$ cat config.mk
export PLATFORM = sky130hd
export DESIGN_NAME = pc_fetch_unit_flat
export DESIGN_NICKNAME = d
export VERILOG_FILES = /design/src/rtl/pc_fetch_unit_if.sv /design/src/rtl/pc_fetch_unit.sv /design/src/flat_wrapper.sv
export SDC_FILE = /design/constraint.sdc
export NUM_CORES = 1
export LEC_CHECK = 0
export ABC_AREA = 0
export BUFFER_PORTS_ARGS = -buffer_cell sky130_fd_sc_hd__buf_2
export CAP_MARGIN = 20
export CORE_ASPECT_RATIO = 1.5
export CORE_MARGIN = 3
export CORE_UTILIZATION = 25
export CTS_CLUSTER_SIZE = 25
export DETAILED_ROUTE_END_ITERATION = 16
export PLACE_DENSITY_LB_ADDON = 0.1
export SYNTH_ARGS = -nofsm -noshare
export SYNTH_HDL_FRONTEND = slang
export SYNTH_SLANG_ARGS = --single-unit
$ cat constraint.sdc
create_clock -name clk -period 4.5 [get_ports clk]
set_input_delay 0.225 -clock clk [delete_from_list [all_inputs] [get_ports clk]]
set_output_delay 0.225 -clock clk [all_outputs]
set_load 0.005 [all_outputs]
$ cat src/rtl/pc_fetch_unit_if.sv
// pc_fetch_unit_if
// Groups the signals of the fetch stage that cross its boundary: the redirect
// from the branch controller, the instruction-memory request/response
// channels, and the valid/ready channel toward decode.
//   master : the fetch unit (drives fetch requests and the decode channel)
//   slave  : the surroundings (branch controller, memory, decode)
// Clock and reset are plain ports on the fetch unit itself.
interface pc_fetch_unit_if;
    logic        pc_sel;          // redirect request
    logic [31:0] target_pc;       // redirect target, [1:0] ignored
    logic        imem_req_valid;  // fetch request valid
    logic        imem_req_ready;  // memory accepts request
    logic [31:0] imem_addr;       // word-aligned fetch address
    logic        imem_rsp_valid;  // in-order response valid
    logic [31:0] imem_rsp_data;   // instruction word
    logic        if_valid;        // buffer head valid toward decode
    logic        if_ready;        // decode accepts head
    logic [31:0] if_instr;        // head instruction
    logic [31:0] if_pc;           // head PC

    modport master (
        input  pc_sel, target_pc, imem_req_ready, imem_rsp_valid, imem_rsp_data, if_ready,
        output imem_req_valid, imem_addr, if_valid, if_instr, if_pc
    );

    modport slave (
        output pc_sel, target_pc, imem_req_ready, imem_rsp_valid, imem_rsp_data, if_ready,
        input  imem_req_valid, imem_addr, if_valid, if_instr, if_pc
    );
endinterface

$ cat src/rtl/pc_fetch_unit.sv
// pc_fetch_unit
// Instruction-fetch stage. Owns the program counter, issues in-order word
// fetches, buffers returned instructions together with their PCs in a small
// FIFO and presents the head to decode. A redirect (pc_sel) flushes the
// buffer, marks every in-flight response for discard and restarts fetching
// at the target.
// Ports:
//   clk     : clock, all state changes on its rising edge
//   reset_n : synchronous active-low reset
//   bus     : pc_fetch_unit_if.master (redirect, imem req/rsp, decode channel)
// Parameters:
//   RESET_PC : first PC fetched after reset
//   DEPTH    : buffer entries = credit limit on outstanding + buffered fetches
//              (power of two, >= 2)
module pc_fetch_unit #(
    parameter logic [31:0] RESET_PC = 32'h0000_0000,
    parameter int          DEPTH    = 2
) (
    input  logic             clk,
    input  logic             reset_n,
    pc_fetch_unit_if.master  bus
);
    localparam int AW = (DEPTH > 1) ? $clog2(DEPTH) : 1;
    localparam int CW = $clog2(DEPTH + 1);
    localparam logic [CW:0] DEPTH_C = (CW + 1)'(DEPTH);

    logic [31:0]   fetch_pc_reg;     // next address to request
    logic [31:0]   rsp_pc_reg;       // PC tagged onto the next kept response
    logic [CW-1:0] outstanding_reg;  // accepted, not yet answered
    logic [CW-1:0] drop_cnt_reg;     // in-flight responses still to discard
    logic [CW-1:0] count_reg;        // buffered entries
    logic [AW-1:0] rd_ptr_reg;
    logic [AW-1:0] wr_ptr_reg;

    logic [31:0] pc_mem    [DEPTH];
    logic [31:0] instr_mem [DEPTH];

    logic [CW:0] credit_used;
    logic        req_fire;
    logic        push;
    logic        pop;
    logic        head_valid;
    logic        unused_target_bits;

    assign unused_target_bits = ^bus.target_pc[1:0];

    // Discarded responses still hold a credit through outstanding_reg, so the
    // sum below bounds buffer occupancy even while a drop is pending.
    assign credit_used = {1'b0, outstanding_reg} + {1'b0, count_reg};

    // Gated by reset_n so no request escapes during the reset cycle itself.
    assign bus.imem_req_valid = reset_n && !bus.pc_sel && (credit_used < DEPTH_C);
    assign bus.imem_addr      = fetch_pc_reg;

    assign req_fire   = bus.imem_req_valid && bus.imem_req_ready;
    assign head_valid = (count_reg != '0);
    // A redirect voids any push or pop in its own cycle.
    assign push       = bus.imem_rsp_valid && (drop_cnt_reg == '0) && !bus.pc_sel;
    assign pop        = head_valid && bus.if_ready && !bus.pc_sel;

    // Head shows zeros when empty so stale storage never leaks onto if_*.
    assign bus.if_valid = head_valid;
    assign bus.if_pc    = head_valid ? pc_mem[rd_ptr_reg]    : 32'h0;
    assign bus.if_instr = head_valid ? instr_mem[rd_ptr_reg] : 32'h0;

    // Buffer storage needs no reset: entries are only visible through count_reg.
    always_ff @(posedge clk) begin
        if (reset_n && push) begin
            pc_mem[wr_ptr_reg]    <= rsp_pc_reg;
            instr_mem[wr_ptr_reg] <= bus.imem_rsp_data;
        end
    end

    always_ff @(posedge clk) begin
        if (!reset_n) begin
            fetch_pc_reg    <= RESET_PC;
            rsp_pc_reg      <= RESET_PC;
            outstanding_reg <= '0;
            drop_cnt_reg    <= '0;
            count_reg       <= '0;
            rd_ptr_reg      <= '0;
            wr_ptr_reg      <= '0;
        end else if (bus.pc_sel) begin
            fetch_pc_reg    <= {bus.target_pc[31:2], 2'b00};
            rsp_pc_reg      <= {bus.target_pc[31:2], 2'b00};
            count_reg       <= '0;
            rd_ptr_reg      <= '0;
            wr_ptr_reg      <= '0;
            // Everything still in flight after this cycle belongs to the old
            // stream; a response landing now is already gone.
            outstanding_reg <= outstanding_reg - CW'(bus.imem_rsp_valid);
            drop_cnt_reg    <= outstanding_reg - CW'(bus.imem_rsp_valid);
        end else begin
            if (req_fire) begin
                fetch_pc_reg <= fetch_pc_reg + 32'd4;
            end
            outstanding_reg <= outstanding_reg + CW'(req_fire) - CW'(bus.imem_rsp_valid);
            if (bus.imem_rsp_valid && (drop_cnt_reg != '0)) begin
                drop_cnt_reg <= drop_cnt_reg - CW'(1);
            end
            if (push) begin
                rsp_pc_reg <= rsp_pc_reg + 32'd4;
                wr_ptr_reg <= wr_ptr_reg + AW'(1);
            end
            if (pop) begin
                rd_ptr_reg <= rd_ptr_reg + AW'(1);
            end
            count_reg <= count_reg + CW'(push) - CW'(pop);
        end
    end
endmodule

$ cat src/flat_wrapper.sv
// flat-port wrapper written by rule: the top's interface ports become plain ports
module pc_fetch_unit_flat 
#(
    parameter logic [31:0] RESET_PC = 32'h0000_0000,
    parameter int          DEPTH    = 2
)
  (clk, reset_n, bus_pc_sel, bus_target_pc, bus_imem_req_ready, bus_imem_rsp_valid, bus_imem_rsp_data, bus_if_ready, bus_imem_req_valid, bus_imem_addr, bus_if_valid, bus_if_instr, bus_if_pc);
  pc_fetch_unit_if bus_i ();
  input  logic clk;
  input  logic reset_n;
  input wire logic [$bits(bus_i.pc_sel)-1:0] bus_pc_sel;
  input wire logic [$bits(bus_i.target_pc)-1:0] bus_target_pc;
  input wire logic [$bits(bus_i.imem_req_ready)-1:0] bus_imem_req_ready;
  input wire logic [$bits(bus_i.imem_rsp_valid)-1:0] bus_imem_rsp_valid;
  input wire logic [$bits(bus_i.imem_rsp_data)-1:0] bus_imem_rsp_data;
  input wire logic [$bits(bus_i.if_ready)-1:0] bus_if_ready;
  output wire logic [$bits(bus_i.imem_req_valid)-1:0] bus_imem_req_valid;
  output wire logic [$bits(bus_i.imem_addr)-1:0] bus_imem_addr;
  output wire logic [$bits(bus_i.if_valid)-1:0] bus_if_valid;
  output wire logic [$bits(bus_i.if_instr)-1:0] bus_if_instr;
  output wire logic [$bits(bus_i.if_pc)-1:0] bus_if_pc;
  assign bus_i.pc_sel = bus_pc_sel;
  assign bus_i.target_pc = bus_target_pc;
  assign bus_i.imem_req_ready = bus_imem_req_ready;
  assign bus_i.imem_rsp_valid = bus_imem_rsp_valid;
  assign bus_i.imem_rsp_data = bus_imem_rsp_data;
  assign bus_i.if_ready = bus_if_ready;
  assign bus_imem_req_valid = bus_i.imem_req_valid;
  assign bus_imem_addr = bus_i.imem_addr;
  assign bus_if_valid = bus_i.if_valid;
  assign bus_if_instr = bus_i.if_instr;
  assign bus_if_pc = bus_i.if_pc;
  pc_fetch_unit #(.RESET_PC(RESET_PC), .DEPTH(DEPTH)) u_core (.clk(clk), .reset_n(reset_n), .bus(bus_i));
endmodule
==> metrics.txt, run 1 <==
flip-flop count of the largest register after layout between 60 and 70; mux contribution to synthesized area 0.0753; # IOs approximately 170; Avg Inst Size Synth 11.5 um2; Slew headroom 0.339; sequential area share after synthesis 0.591; Setup Crit Path Kind reg -> reg; Min-Delay Path Class in -> reg; ranking of synthesized cells by area edfxtp_1 (43%), dfxtp_1 (16%), mux2i_1 (7.5%); Hold Fails Final Rpt 0; crit share post-route 0.718; setup TNS 0 ps; clock sinks approximately 190; CTS tree yes; Num CTS Buffers 17; share of cells above drive strength 1 0.223; Die Span Y ~230 um; post-synth cell types 57; WL final ~25000 um; CTS HTree Levels 4; Post-Synth Adder-Cell Area 0.0124; utilization after layout 0.318; crit start category flip-flop; Final min period about 3200 ps; clk slew on worst S/H paths 70 ps; initial core utilization 0.256; Synth Area in Compound Gates 0.0986; Final setup viols 0; cell taking the most area after synthesis edfxtp_1; Max VDD drop 212 uV; GPL Wtd Cong about 0.77; Die W between 150 and 200 um; max incr delay on CP roughly 750 ps; power density over cell area 355 nW/um2; Hold WS between 100 and 150 ps; status finished clean; Worst Clk Skew 11.8 ps; total power 0.00381 W; asr flop ratio synth 0; Detail Route Antenna Nets 0; endpoint class of the critical path flip-flop; RSZ-0062 raised after global routing false; Final Slew Violations 0; row cnt 82; Final nets between 1k and 1.5k; fin cells ~1.4k; mapped cell area 8640 um2; TritonRoute pass-1 iters 4; most frequent cells after synthesis edfxtp_1 (124), nor2_1 (85), dfxtp_1 (69), mux2i_1 (65), o21ai_0 (38); largest net degree at the start of global routing 63; post-DP HPWL approximately 17000 um; gr usage total 0.133; largest family of logic cells by synthesized area simple AND/OR/NAND/NOR gates; f_max ~310 MHz; root buf cell clkbuf_16; Yosys warnings 0; post-synthesis xor/xnor area fraction 0.0253; Post-synth top flop edfxtp_1; clk_lat worst skew approximately 440 ps; most common cell in the netlist edfxtp_1; Post-CTS Setup Repair Bufs 0; Initial DRC Count between 200 and 300; Yosys top cell area share 0.431; Leak 3.87 nW; Mapped Cells between 700 and 800; routed via count 6573; die area 36900 um2; Remaining Overflow, GRT 0; EDFF count, synth 124; Largest regs u_core.instr_mem x64, u_core.pc_mem x60; first-pass GRT wire length 37300 um; vias per cell a little under 5; WL/cell between 15 and 20 um; post-cts resize count 0; Worst Tran Pin Value about 1000 ps; WP data required roughly 4900 ps; core area 33800 um2; dpl cells approximately 1.3k; critical-path cell list inv_1 > nor2_1 > fa_1 > or4b_1 > or4_4 > or4_1 > a31oi_1; vias in the first global route 6481; clock tree buffer depth 2; port bufs between 150 and 200; CP arrival 3610 ps; Antenna Cells 0; synthesized flop and latch total about 190; initial antenna violation count 0; simple-gate area share of the yosys netlist 0.166; Top reg by flops u_core.instr_mem; area grow syn2layout 24.3%; Crit-path slowest cell or4b_1; Max Cap Viol 0; drc violations 0; crit-path max FO 15
worst max-delay path: cells and delay by family, from the launching register on:
kind,cells,cell delay (ps)
AOI/OAI and AO/OA,1,160
adders and majority gates,1,420
buffers and inverters,1,80
DFF,1,390
and+or+nand+nor,4,2100
final timing paths:
path	start	endpoint	slack [ps]	cells past startpoint
min reg2reg	u_core.rd_ptr_reg$_SDFFE_PP0P_	u_core.rd_ptr_reg$_SDFFE_PP0P_	510	2
max reg2reg	u_core.count_reg[0]$_SDFF_PP0_	u_core.bus.imem_addr[26]$_SDFFE_PN0P_	1270	7
min	bus_target_pc[7]	u_core.bus.imem_addr[7]$_SDFFE_PN0P_	110	3
max	u_core.count_reg[0]$_SDFF_PP0_	u_core.bus.imem_addr[26]$_SDFFE_PN0P_	1270	7
layout make-up:
type / instances / area (um2)
clock buffers: 23 / 512
clock inverters: 9 / 51.3
fillers: 3470 / 23000
inverters: 15 / 56.3
multi-input cells: 495 / 3290
flip-flops and latches: 193 / 5110
well taps: 420 / 526
repair buffers: 202 / 1190
cell families (layout without fill, tap and decap cells):
group	count (synthesis)	count (layout)
xor+xnor	25	25
flops	193	193
compound gates	130	130
other cells	1	4
simple gates	263	263
buf+inv	65	249
mux	65	65
fa+ha+maj	8	8
layout by cell type (no fill, tap or decap), drive strengths merged, types with 12 or more instances in the layout:
master       netlist  routed
clkbuf            37      23
mux2i             65      65
nand3             22      22
nor2              85      85
inv               15      16
xnor2             12      12
nand2             28      28
and4              19      19
nor3              17      17
or4               16      16
nand4             20      20
edfxtp           124     124
xor2              13      13
o21ai             38      38
dlygate4sd3        0      32
a31oi             17      17
a21oi             21      21
buf               13     170
dfxtp             69      69
power by group:
group | leakage (nW) | switching [W] | internal [W]
logic | 1.89 | 0.000176 | 0.000140
registers | 1.70 | 0.0000718 | 0.00195
clock network | 0.274 | 0.000667 | 0.000801
stage by stage:
stage,setup slack (ps),instance area [um2]
2_1_floorplan,566,8650
3_3_place_gp,1310,9860
4_1_cts,1260,10700
5_1_grt,1010,10700
3_5_place_dp,1270,9860
6_report,1270,10700
what timing repair did:
item / 4_1_cts / 5_1_grt
hold endpoints to repair: 64 / 0
hold buffers: 32 / 0
endpoints found under the setup margin: 0 / 0
routing by layer:
layer / part of all wire / up-vias / global-route usage / wire length, um
li1: - / 3197 / - / -
met1: 0.42 / 3188 / 0.154 / 10500
met2: 0.52 / 157 / 0.241 / 12900
met3: 0.035 / 31 / 0.0289 / 873
met4: 0.023 / 0 / 0.0486 / 559
met5: 0 / - / 0 / 0
(Power assumes the default switching activity.)
==> inputs of run 2 (changes only) <==
==> constraint.sdc (replaced) <==
create_clock -name clk -period 3.1 [get_ports clk]
set_input_delay 0.155 -clock clk [delete_from_list [all_inputs] [get_ports clk]]
set_output_delay 0.155 -clock clk [all_outputs]
set_load 0.005 [all_outputs]
==> run 2 against run 1 <==
Clock power rose by 42%. Non-clock buffer count rose by 10. Worst setup slack got worse by 1100 ps. Critical endpoint unchanged. Worst hold slack got worse by 63 ps. Critical path depth did not move. Count of clock-buffer cells in the layout fell by 3. Via count fell by 0.20%. Total power rose by 44%. Register-to-register slack got worse by 1100 ps. Routed wire length rose by 1.6%. Die area did not move.
==> metrics.txt, run 2 (same netlist as run 1, synthesis figures left out) <==
Worst Tran Pin Value a little over 700 ps; Detail Route Antenna Nets 0; Largest regs u_core.instr_mem x64, u_core.pc_mem x60; core area 33800 um2; f_max approximately 340 MHz; CTS HTree Levels 4; commonest non-fill, non-tap cell in the layout buf_2; status finished clean; max incr delay on CP around 620 ps; drc violations 0; CP top delay family simple AND/OR/NAND/NOR gates; Initial DRC Count roughly 320; row cnt 82; port bufs ~160; share of cells above drive strength 1 0.231; WP data required approximately 3500 ps; clock tree buffer depth 2; clock sinks slightly below 200; WP buf/inv 1; clk slew on worst S/H paths around 80 ps; CP arrival around 3300 ps; Min-Delay Path Class in -> reg; Die W about 160 um; largest net degree at the start of global routing between 60 and 70; post-DP HPWL around 17000 um; WL final ~25000 um; CTS tree yes; Setup Crit Path Kind reg -> reg; Post-CTS Setup Repair Bufs 0; Leak roughly 3.9 nW; clk_lat worst skew 440 ps; Remaining Overflow, GRT 0; Max VDD drop about 290 uV; crit share post-route 0.948; flip-flop count of the largest register after layout 64; Final setup viols 0; critical-path cell list inv_1 > nor2_1 > fa_1 > or4b_1 > or4_4 > or4_1 > a31oi_1; area grow syn2layout 25.5%; setup TNS 0 ps; Antenna Cells 0; Top reg by flops u_core.instr_mem; Slew headroom 0.517; total power 0.00550 W; initial core utilization 0.256; WL/cell 18.4 um; Final nets between 1k and 1.5k; # IOs 168; endpoint class of the critical path flip-flop; initial antenna violation count 0; crit start category flip-flop; die area between 30000 and 40000 um2; Die Span Y 234 um; crit-path max FO 15; Num CTS Buffers 17; gr usage total 0.137; routed via count around 6.6k; TritonRoute pass-1 iters 4; Worst Clk Skew 11.1 ps; fillers 3484; vias per cell around 4.8; most frequent cells in the layout buf_2 (161), edfxtp_1 (124), nor2_1 (83); RSZ-0062 raised after global routing false; first-pass GRT wire length between 30000 and 40000 um; Hold Fails Final Rpt 0; Crit-path slowest cell or4_4; GPL Wtd Cong 0.760; root buf cell clkbuf_16; Max Cap Viol 0; vias in the first global route approximately 6.6k; Hold WS 50.7 ps; Final min period 2940 ps; power density over cell area between 500 and 600 nW/um2; Final Slew Violations 0
[run 2: changes by cell type in the layout (fill, tap and decap cells not counted)]
cell and change:
clkbuf_8 +1, clkbuf_16 -3, buf_4 +5, clkinv_2 +2
clkinvlp_4 -1, dlygate4sd3_1 +1, buf_12 +4, clkbuf_1 -1
inv_6 -1, clkinv_4 +2, bufinv_16 +1
[run 2: path summary, 6_finish.rpt]
check                                       from  slack (ps)  depth (start not counted)                                    end
setup / recovery  u_core.count_reg[0]$_SDFF_PP0_         160                          7  u_core.bus.imem_addr[26]$_SDFFE_PN0P_
hold / removal                  bus_target_pc[5]          50                          3   u_core.bus.imem_addr[5]$_SDFFE_PN0P_
setup reg to reg  u_core.count_reg[0]$_SDFF_PP0_         160                          7  u_core.bus.imem_addr[26]$_SDFFE_PN0P_
hold reg to reg   u_core.rd_ptr_reg$_SDFFE_PP0P_         510                          2                              flip-flop
[run 2: cell type report]
class | instances | area [um2] | share of cell area
timing repair buffer | 212 | 1320 | 0.122
tap | 420 | 526 | 0.0485
clock buffer | 20 | 447 | 0.0412
sequential | 193 | 5110 | 0.471
clock inverter | 12 | 92.6 | 0.00854
inverter | 15 | 56.3 | 0.00519
multi-input combinational | 495 | 3290 | 0.304
[run 2: repair_timing]
item	CTS	global route
endpoints found under the hold margin	65	0
resized for setup	0	0
hold buffers	33	0
[run 2: power by group]
| group | internal [W] | switching, W | leakage, nW |
|---|---|---|---|
| clock | 0.00112 | 0.000969 | 0.268 |
| sequential | 0.00283 | 0.000102 | 1.70 |
| combinational | 0.000217 | 0.000266 | 1.95 |
| total | 0.00417 | 0.00134 | 3.92 |
[run 2: stage by stage]
stage / util / area [um2] / setup WS (ps) / std cells
finish: 0.321 / 10800 / 162 / 1367
global route: 0.321 / 10800 / 14.2 / 1367
CTS: 0.321 / 10800 / 159 / 1367
detailed placement: 0.296 / 9970 / 175 / 1302
global placement: 0.296 / 9970 / 203 / 1302
floorplan: - / 8660 / 78.4 / 753
[run 2: routing by layer]
metal / share of wire / GRT usage / up-vias
li1: - / - / 3220
met1: 0.42 / 0.158 / 3150
met2: 0.52 / 0.247 / 159
met3: 0.036 / 0.0287 / 31
met4: 0.025 / 0.0491 / 0
met5: 0 / 0 / -
[run 2: worst reg2reg max path, cell delays in order (launching register included)]
cell     delay [ps]
dfxtp_1         370
inv_1            80
nor2_1          130
fa_1            430
or4b_1          540
or4_4           620
or4_1           530
a31oi_1         170
